==> src/rtl/mem_port_arbiter.sv <==
`default_nettype none
// +-----------------------------------------------------------------------+
// | mem_port_arbiter: shares one single-ported memory bus between the     |
// | IF and DM ports; DM first, with a streak limit so IF is not starved.  |
// | Revision: 1.0                                                         |
// +-----------------------------------------------------------------------+
module mem_port_arbiter #(
  parameter int DM_BURST_MAX = 4
) (
  input  logic        clk,
  input  logic        rst_n,
  input  logic        if_req,
  input  logic [31:0] if_addr,
  output logic [31:0] if_rdata,
  output logic        if_ready,
  input  logic        dm_req,
  input  logic        dm_we,
  input  logic [31:0] dm_addr,
  input  logic [31:0] dm_wdata,
  input  logic [3:0]  dm_be,
  output logic [31:0] dm_rdata,
  output logic        dm_ready,
  output logic        mem_req,
  output logic        mem_we,
  output logic [31:0] mem_addr,
  output logic [31:0] mem_wdata,
  output logic [3:0]  mem_be,
  input  logic        mem_ack,
  input  logic [31:0] mem_rdata,
  output logic        stall_if,
  output logic        stall_dm
);

  typedef enum logic [1:0] {
    IDLE     = 2'd0,
    SERVE_IF = 2'd1,
    SERVE_DM = 2'd2,
    DONE     = 2'd3
  } state_t;

  localparam logic [3:0] BURST_MAX = 4'(DM_BURST_MAX);

  state_t      state_q, state_d;
  logic [3:0]  streak_q, streak_d;
  logic        served_dm_q, served_dm_d;
  logic        mem_we_q, mem_we_d;
  logic [31:0] mem_addr_q, mem_addr_d;
  logic [31:0] mem_wdata_q, mem_wdata_d;
  logic [3:0]  mem_be_q, mem_be_d;
  logic [31:0] if_rdata_q, if_rdata_d;
  logic [31:0] dm_rdata_q, dm_rdata_d;

  always_ff @(posedge clk or negedge rst_n) begin
    if (!rst_n) begin
      state_q     <= IDLE;
      streak_q    <= 4'd0;
      served_dm_q <= 1'b0;
      mem_we_q    <= 1'b0;
      mem_addr_q  <= 32'd0;
      mem_wdata_q <= 32'd0;
      mem_be_q    <= 4'd0;
      if_rdata_q  <= 32'd0;
      dm_rdata_q  <= 32'd0;
    end else begin
      state_q     <= state_d;
      streak_q    <= streak_d;
      served_dm_q <= served_dm_d;
      mem_we_q    <= mem_we_d;
      mem_addr_q  <= mem_addr_d;
      mem_wdata_q <= mem_wdata_d;
      mem_be_q    <= mem_be_d;
      if_rdata_q  <= if_rdata_d;
      dm_rdata_q  <= dm_rdata_d;
    end
  end

  always_comb begin
    state_d     = state_q;
    streak_d    = streak_q;
    served_dm_d = served_dm_q;
    mem_we_d    = mem_we_q;
    mem_addr_d  = mem_addr_q;
    mem_wdata_d = mem_wdata_q;
    mem_be_d    = mem_be_q;
    if_rdata_d  = if_rdata_q;
    dm_rdata_d  = dm_rdata_q;
    case (state_q)
      IDLE: begin
        // DM wins unless IF has already watched BURST_MAX DM grants in a row
        if (dm_req && !(if_req && streak_q == BURST_MAX)) begin
          state_d     = SERVE_DM;
          served_dm_d = 1'b1;
          mem_we_d    = dm_we;
          mem_addr_d  = dm_addr;
          mem_wdata_d = dm_wdata;
          mem_be_d    = dm_be;
          if (!if_req)
            streak_d = 4'd0;
          else if (streak_q >= BURST_MAX)
            streak_d = BURST_MAX;
          else
            streak_d = streak_q + 4'd1;
        end else if (if_req) begin
          state_d     = SERVE_IF;
          served_dm_d = 1'b0;
          mem_we_d    = 1'b0;
          mem_addr_d  = if_addr;
          mem_wdata_d = 32'd0;
          mem_be_d    = 4'b1111;
          streak_d    = 4'd0;
        end
      end
      SERVE_IF: begin
        if (mem_ack) begin
          state_d    = DONE;
          if_rdata_d = mem_rdata;
        end
      end
      SERVE_DM: begin
        if (mem_ack) begin
          state_d = DONE;
          if (!mem_we_q)
            dm_rdata_d = mem_rdata;
        end
      end
      DONE:    state_d = IDLE;
      default: state_d = IDLE;
    endcase
  end

  assign mem_req   = (state_q == SERVE_IF) || (state_q == SERVE_DM);
  assign mem_we    = mem_we_q;
  assign mem_addr  = mem_addr_q;
  assign mem_wdata = mem_wdata_q;
  assign mem_be    = mem_be_q;
  assign if_rdata  = if_rdata_q;
  assign dm_rdata  = dm_rdata_q;
  assign if_ready  = (state_q == DONE) && !served_dm_q;
  assign dm_ready  = (state_q == DONE) && served_dm_q;

  // Gated by rst_n so every output reads 0 while reset is held.
  assign stall_if  = rst_n && if_req && !if_ready;
  assign stall_dm  = rst_n && dm_req && !dm_ready;

endmodule
`default_nettype wire

==> config.mk <==
export PLATFORM = sky130hd
export DESIGN_NAME = mem_port_arbiter
export DESIGN_NICKNAME = d
export VERILOG_FILES = /design/src/rtl/mem_port_arbiter.sv
export SDC_FILE = /design/constraint.sdc
export NUM_CORES = 1
export LEC_CHECK = 0
export BUFFER_PORTS_ARGS = -buffer_cell sky130_fd_sc_hd__buf_4
export CAP_MARGIN = 30
export CORE_UTILIZATION = 50
export DETAILED_ROUTE_END_ITERATION = 6
export HOLD_SLACK_MARGIN = 0.1
export PLACE_DENSITY = 0.91
export SYNTH_ARGS = -nofsm -noshare
export SYNTH_HDL_FRONTEND = slang
export SYNTH_SLANG_ARGS = --single-unit
==> constraint.sdc <==
create_clock -name clk -period 2.5 [get_ports clk]
set_input_delay 0.5 -clock clk [delete_from_list [all_inputs] [get_ports clk]]
set_output_delay 0.5 -clock clk [all_outputs]
set_load 0.01 [all_outputs]
* Yosys cells after proc, flatten, opt, wreduce, memory -nomap -nowiden
Index checks and enable logic that the tools add are counted.
Cells by class: add/sub/neg operators 1, magnitude comparators 1, eq/ne operators 6, mux-type cells 17, bitwise gates (word level) 1, reductions and logical operators 20
Operator list (number):
- 2-to-1 mux 32 bit | 4
- 2-to-1 mux 4 bit | 6
- logical AND 1 bit | 8
- 2-to-1 mux 2 bit | 3
- one-hot mux 2 bit (3 select lines) | 1
- AND reduction 2 bit | 3
- adder 4 x 1 -> 4 bit (second input constant) | 1
- equality test 2 bit (second input constant) | 2
- equality test 4 x 3 -> 1 bit (second input constant) | 1
- greater-or-equal comparator 4 x 3 -> 1 bit (second input constant) | 1
- zero test 1 bit | 4
- 2-to-1 mux 1 bit | 3
- inequality test 3 bit (second input constant) | 1
- AND reduction 3 bit | 1
- equality test 2 x 1 -> 1 bit (second input constant) | 1
- zero test 2 bit | 1
- inequality test 2 x 1 -> 1 bit (second input constant) | 1
- nonzero test 2 bit | 1
- OR reduction 2 bit | 1
- logical OR 1 bit | 1
- NOT 1 bit | 1
Word-level totals: flip-flop bits (word level) 140, input bits 138, output and inout port bits 138, logic and storage cells 55

* Longest topological paths before layout
Gate-level depths: netlist (run 1).
word-level depth 6, mapped depth 8, depth with buffers taken out 5

* Worst setup path after synthesis (run 1)
Ideal clock, no wire load.
kind in2out, start input dm_req, end output stall_dm, data arrival time 1.178 ns, data required time 2.000 ns, path slack 0.822 ns, stages 4, buffers on the path 2, path through buf_2 -> buf_1 -> nand2_1 -> nor2_1
On the way: word-level cells in the longest chain between the ends 2
Ends and longest elaborated chain:
- from (decl) | RTL line 16 | input logic dm_req,
- logical AND 1 bit (2 in a row) | RTL line 143 | assign stall_dm = rst_n && dm_req && !dm_ready;
- to (decl) | RTL line 31 | output logic stall_dm
No other way between the ends.

* Worst setup path in the final report (run 1)
start input rst_n, end output stall_dm
On the way: word-level cells in the longest chain between the ends 2
Ends and longest elaborated chain:
- from (decl) | RTL line 11 | input logic rst_n,
- logical AND 1 bit (2 in a row) | RTL line 143
No other way between the ends.

==> results of run 1 <==
## worst paths after layout
kind                               from       endpoint  cells after the start
setup / recovery                  rst_n       stall_dm                      5
hold / removal              dm_wdata[7]   mem_wdata[7]                      2
setup reg to reg             state_q[1]   mem_addr[25]                      7
hold reg to reg            mem_addr[21]   mem_addr[21]                      2
max in group asynchronous         rst_n  mem_wdata[19]                      3
min in group asynchronous         rst_n   mem_addr[25]                      2
## sequential cells by signal, summed over array words and instances (netlist names)
register     count
mem_we           1
streak_q         4
state_q          2
mem_wdata       32
dm_rdata        32
mem_be           4
served_dm_q      1
if_rdata        32
mem_addr        32
## critical path, stage by stage
cell and delay (ns):
dlygate4sd3_1 0.59, buf_6 0.23, nand2_1 0.08, nor2_1 0.11, buf_4 0.13
## per-stage QoR
stage               area, sq um  hold slack (ns)  utilization  setup slack (ns)
global placement           8040            0.348        0.701             0.518
CTS                        8650            0.294        0.754             0.355
detailed placement         8070            0.347        0.703             0.400
global route               8680            0.294        0.757             0.236
floorplan                  5920            0.204            -             0.822
finish                     8680            0.307        0.757             0.356
## where the power goes
group | switching [mW] | total, mW | internal [mW]
logic | 2.31 | 5.03 | 2.72
registers | 0.678 | 4.09 | 3.41
clock network | 0.924 | 2.48 | 1.55
total | 3.91 | 11.6 | 7.68
## synth_stat cells
| cell | number |
|---|---|
| nand2_1 | 70 |
| o21ai_0 | 1 |
| nor2b_1 | 3 |
| ha_1 | 7 |
| buf_6 | 7 |
| buf_2 | 14 |
| inv_1 | 4 |
| nor2_1 | 5 |
| a22o_1 | 34 |
| and3_1 | 1 |
| a21oi_1 | 1 |
| buf_4 | 3 |
| o21ai_1 | 1 |
| o211ai_1 | 2 |
| buf_1 | 2 |
| a31oi_1 | 2 |
| clkbuf_1 | 11 |
| nand4b_4 | 1 |
| mux2i_1 | 1 |
| and2_1 | 3 |
| nand3b_1 | 1 |
| o22a_1 | 4 |
| nand3_1 | 1 |
| o31ai_1 | 1 |
| dfrtp_1 | 140 |
| nand4b_1 | 1 |
| o21a_1 | 1 |
| mux2_2 | 66 |
| nand4_1 | 32 |
| o211ai_2 | 30 |
## what timing repair did
| item | in CTS | in global routing |
|---|---|---|
| endpoints found under the hold margin | 16 | 0 |
| endpoints found under the setup margin | 0 | 0 |
| hold buffers | 1 | 0 |
| resized for setup | 0 | 0 |
## metal layers
layer  vias to the layer above  wire, um
li1                       2167         -
met2                       244      8370
met4                         0       438
met1                      2380      6250
met5                         -         0
met3                        34      1040
## cells by family (layout without fill, tap and decap cells)
group                    Yosys count  in the layout  synth area share
adder cells (fa/ha/maj)            7              7            0.0148
multiplexers                      67             67             0.127
AO/OA/AOI/OAI                     77             77             0.129
flip-flops                       140            140             0.592
buffers and inverters             41            322            0.0398
AND/OR/NAND/NOR                  118            118            0.0964
## final cells by class
| class | count | area, sq um | area share |
|---|---|---|---|
| clock buffer | 18 | 429 | 0.0495 |
| clock inverter | 11 | 146 | 0.0169 |
| inverter | 4 | 15.0 | 0.00173 |
| multi-input combinational | 269 | 2190 | 0.252 |
| sequential | 140 | 3500 | 0.404 |
| tap | 143 | 179 | 0.0206 |
| timing repair buffer | 289 | 2220 | 0.255 |
==> results.md, run 1 <==
* Bufs on Longest Clock Path at 2
* Share of the synthesized area in the top cell type at 0.592
* Core area at 11500 sq um
* Maximum clock rate at 466 MHz
* Gate count of the mapped netlist at 450
* Vias in the first global route at 5235
* Unrepaired setup endpoints after global routing: false
* Critical path type: in2out
* Total Power at about 12 mW
* Wire per inst at 18.4 um
* Power Density at 1340 nW/um^2
* Grt met1 use at 0.324
* TritonCTS buffer count at 17
* Met3 Use GR at 0.0672
* Number of vias in the routed layout at between 4000 and 5000
* Final wirelength at between 15 and 20 mm
* Starting density of the core at 0.516
* Area Overhead vs Synth at 46.7%
* Placed insts at between 800 and 900
* CP Capture Type: primary output
* Final ANT Viol Nets at 0
* Area of the mapped netlist at 5920 sq um
* Largest cells by area after synthesis: dfrtp_1 (59%), mux2_2 (13%), o211ai_2 (6.3%), a22o_1 (5.0%), nand2_1 (4.4%)
* Share of cells above drive strength 1 at 0.568
* Leak Pwr at roughly 4.3 nW
* Largest net degree at the start of global routing at between 80 and 90
* Commonest cells after routing, fill and taps aside: buf_4 (285), dfrtp_1 (140), nand2_1 (70), mux2_2 (66), a22o_1 (34)
* H-tree depth at 4
* Worst setup SP type: input port
* First-pass GRT wire length at 26.3 mm
* Max-Cap Viols at 0
* Syn Nets at 595
* Synthesis-stage register bit count at 140
* Violation count after the first detailed-routing iteration at 321
* Clock Latency Late Sink at 0.41 ns
* Worst Tran Pin Value at 0.565 ns
* Post-synthesis cell type count at 30
* Row Count at 39
* Final-report setup violation count at 0
* Final TNS setup at 0 ns
* Slew Viols, Final at 0
* R2R setup slack at 0.40 ns
* Final Critical Period at roughly 2.1 ns
* Antenna Cells at 0
* Sink Count at 140
* Filler instances at 715
* CTS tree: yes
* Global route overflow at 0
* Nets at ~870
* M2 GR Usage at 0.468
* Final Hold Viols at 0
* Worst-path clk slew at approximately 0.06 ns
* Routability cong. at 0.800
* Worst EP required at approximately 2 ns
* Drt pass-1 iters at 4
* Final period utilization at 0.858
* Maximum vdd drop at between 800 and 900 uV
* Postcts setup bufs at 0
* Critical path arrival at 1.64 ns
* Worst Clk Skew at between 0.006 and 0.007 ns
* DPL Wire Length at 11.6 mm
* Status: completed
* Hold crit path type: in2reg
* GRT Max-Usage Layer: met2
* IO buf count at 275
* Share of synthesized area occupied by flip-flops and latches at 0.592
* Detailed-route vias per instance at 5.52
* IO Pins at between 200 and 300
* DRC viols at 0
* Initial antenna violation count at 0
* Worst-path fanout max at 20
* Root Buffer: clkbuf_16
* Most common cell after layout, fill and taps aside: buf_4
* Die Wd at ~110 um
* Die ar. at 12300 sq um
* DIE HEIGHT at 111 um
* Mapped Avg Cell Area at around 13 sq um
* Non-Filler Instances at 874
* All-Layer GR Usage at 0.271
* Cell taking the most area after synthesis: dfrtp_1
* Yosys warns at 0
* Slew HR at 0.623
No activity file was read; power rests on OpenSTA's default activity.
==> inputs of run 2 (changes only) <==
--- a/config.mk
+++ b/config.mk
@@ -7,10 +7,12 @@
 export LEC_CHECK = 0
 export BUFFER_PORTS_ARGS = -buffer_cell sky130_fd_sc_hd__buf_4
 export CAP_MARGIN = 30
-export CORE_UTILIZATION = 50
+export CELL_PAD_IN_SITES_DETAIL_PLACEMENT = 0
+export CELL_PAD_IN_SITES_GLOBAL_PLACEMENT = 1
+export CORE_UTILIZATION = 38
 export DETAILED_ROUTE_END_ITERATION = 6
 export HOLD_SLACK_MARGIN = 0.1
-export PLACE_DENSITY = 0.91
+export PLACE_DENSITY = 0.9
 export SYNTH_ARGS = -nofsm -noshare
 export SYNTH_HDL_FRONTEND = slang
 export SYNTH_SLANG_ARGS = --single-unit
==> run 2 against run 1 <==
Sequential share of layout area fell by 0.36 points. Die area grew 31%. Non-clock buffer count down 3. Critical path type is now reg2reg. Critical endpoint is now mem_wdata[15]. Largest power group unchanged. Highest routed layer unchanged.
==> results.md, run 2 (synthesis results as in run 1) <==
* Status: completed
* Final Critical Period at 2.07 ns (-0.0740 ns)
* Unrepaired setup endpoints after global routing: false
* Fin worst setup slack at 0.430 ns (+0.0740 ns)
* Sink Count at 140 (unchanged)
* Die ar. at 16100 sq um (+31%)
* Multi-input gate area at 2190 sq um (unchanged)
* Most common cell after layout, fill and taps aside: buf_4
* Violation count after the first detailed-routing iteration at 241 (-25%)
* Crit-path max cell delay at 0.41 ns (-0.18 ns)
* Power Density at 1340 nW/um^2 (+0.63%)
* TritonCTS buffer count at 17 (unchanged)
* Critical path arrival at 2.42 ns (+0.78 ns)
* Antenna Cells at 0 (unchanged)
* Register area at 3500 sq um (unchanged)
* Critical R2R Capture: mem_wdata[15]
* Drt pass-1 iters at 4 (unchanged)
* DPL Wire Length at 11.6 mm (-0.60%)
* Final wirelength at 16.6 mm (+3.2%)
* Final-report setup violation count at 0 (unchanged)
* IO buf count at 275 (unchanged)
* Worst-path fanout max at 35 (+75%)
* Number of vias in the routed layout at 4774 (-1.1%)
* IO Pins at 276 (unchanged)
* Hold crit path type: in2reg
* Wire per inst at 18.1 um (-1.9%)
* Reg2Reg Launch Point: state_q[0]
* Final period utilization at 0.828 (-0.0296)
* Final ANT Viol Nets at 0 (unchanged)
* GRT Max-Usage Layer: met2
* Hold Slack at 0.299 ns (-0.00782 ns)
* Area Overhead vs Synth at 48.0%
* Worst EP required at 2.85 ns (+0.85 ns)
* Worst Clk Skew at 0.00669 ns (-0.000150 ns)
* Nets at 863 (-0.35%)
* Final Core Density at 0.576 (-0.181)
* Row Count at 45 (+15%)
* Worst-path clk slew at 0.06 ns (about the same)
* Routability cong. at 0.753 (-5.9%)
* Share of cells above drive strength 1 at 0.566 (-0.00137)
* Final Hold Viols at 0 (unchanged)
* Setup WS pre-CTS at 0.450 ns (+0.0498 ns)
* Max-Cap Viols at 0 (unchanged)
* Bufs on Longest Clock Path at 2 (unchanged)
* Core area at 15200 sq um (+33%)
* Largest net degree at the start of global routing at 138 (+70%)
* Delay-heaviest family, CP: buffers and inverters
* Initial antenna violation count at 0 (unchanged)
* Vias in the first global route at 4908 (-6.2%)
* CP cell instances: inv_1 > ha_1 > buf_4 > and3_1 > buf_4 > a22o_1
* Reg2reg path depth at 6 (-1)
* All-Layer GR Usage at 0.210 (-0.0608)
* DIE HEIGHT at 127 um (+14%)
* Root Buffer: clkbuf_16
* Met3 Use GR at 0.0599 (-0.00736)
* CP max-delay cell: dfrtp_1
* Detailed-route vias per instance at 5.19 (-5.9%)
* First-pass GRT wire length at 25.9 mm (-1.5%)
* Slew HR at 0.335 (-0.289)
* Hold Crit Depth at 2 (unchanged)
* Maximum vdd drop at 557 uV (-33%)
* Worst Tran Pin Value at 0.994 ns (+0.429 ns)
* Commonest cells after routing, fill and taps aside: buf_4 (281), dfrtp_1 (140), nand2_1 (70), mux2_2 (66), a22o_1 (34)
* Worst setup SP type: register
* Crit path depth at 6 (+1)
* Leak Pwr at 4.29 nW (+0.14%)
* Maximum clock rate at 483 MHz (+3.6%)
* Slew Viols, Final at 0 (unchanged)
* Global route overflow at 0 (unchanged)
* CP Capture Type: register
* H-tree depth at 4 (unchanged)
* Worst Path Buf+Inv at 3 (unchanged)
* M2 GR Usage at 0.353 (-0.115)
* Min-delay src: dm_be[3]
* Clock Latency Late Sink at 0.41 ns (about the same)
* Critical path type: reg2reg
* CTS tree: yes
* DRC viols at 0 (unchanged)
* Final TNS setup at 0 ns (unchanged)
* Most frequent CP cell: buf_4
* Die Wd at 127 um (+14%)
* Filler instances at 1276 (+78%)
* Hold worst-path end: mem_be[3]
* R2R setup slack at 0.43 ns (+0.03 ns)
* Grt met1 use at 0.258 (-0.0662)
* Starting density of the core at 0.389 (-0.127)
==> run 2: through the flow <==
| stage | total power [mW] | instances | cell area, sq um |
|---|---|---|---|
| 2_1_floorplan | 6.61 | 450 | 5920 |
| 5_1_grt | 12.4 | 919 | 8760 |
| 3_5_place_dp | 9.17 | 886 | 8120 |
| 4_1_cts | 11.9 | 919 | 8760 |
| 3_3_place_gp | 8.97 | 886 | 8120 |
| 6_report | 11.8 | 919 | 8760 |
==> run 2: cell type report <==
class,instances,area share
well taps,188,0.0269
flip-flops and latches,140,0.400
repair buffers,286,0.250
clock buffers,19,0.0494
inverters,4,0.00171
multi-input cells,269,0.250
clock inverters,13,0.0216
==> run 2: repair_timing <==
item,4_1_cts,5_1_grt
gates resized for setup,0,0
setup buffers,0,0
hold endpoints to repair,3,0
hold buffers,1,0
==> run 2: worst max path at each step <==
stage	startpoint	endpoint	slack, ns
floorplan	dm_req	stall_dm	0.82
global route	state_q[0]	mem_wdata[15]	0.33
global placement	dm_req	mem_addr[1]	0.52
finish	state_q[0]	mem_wdata[15]	0.43
detailed placement	if_req	mem_addr[2]	0.45
CTS	state_q[0]	mem_wdata[15]	0.42
==> run 2: power by group <==
part | internal [mW] | total (mW) | switching, mW | leakage [nW]
logic | 2.72 | 5.03 | 2.31 | 2.29
registers | 3.41 | 4.08 | 0.673 | 1.71
clock network | 1.68 | 2.67 | 0.988 | 0.298
total | 7.81 | 11.8 | 3.97 | 4.29
==> run 2: layer usage <==
metal / vias to the layer above / share of wire
met5: - / 0
met4: 0 / 0.020
met3: 28 / 0.071
met2: 220 / 0.49
met1: 2358 / 0.42
li1: 2168 / -
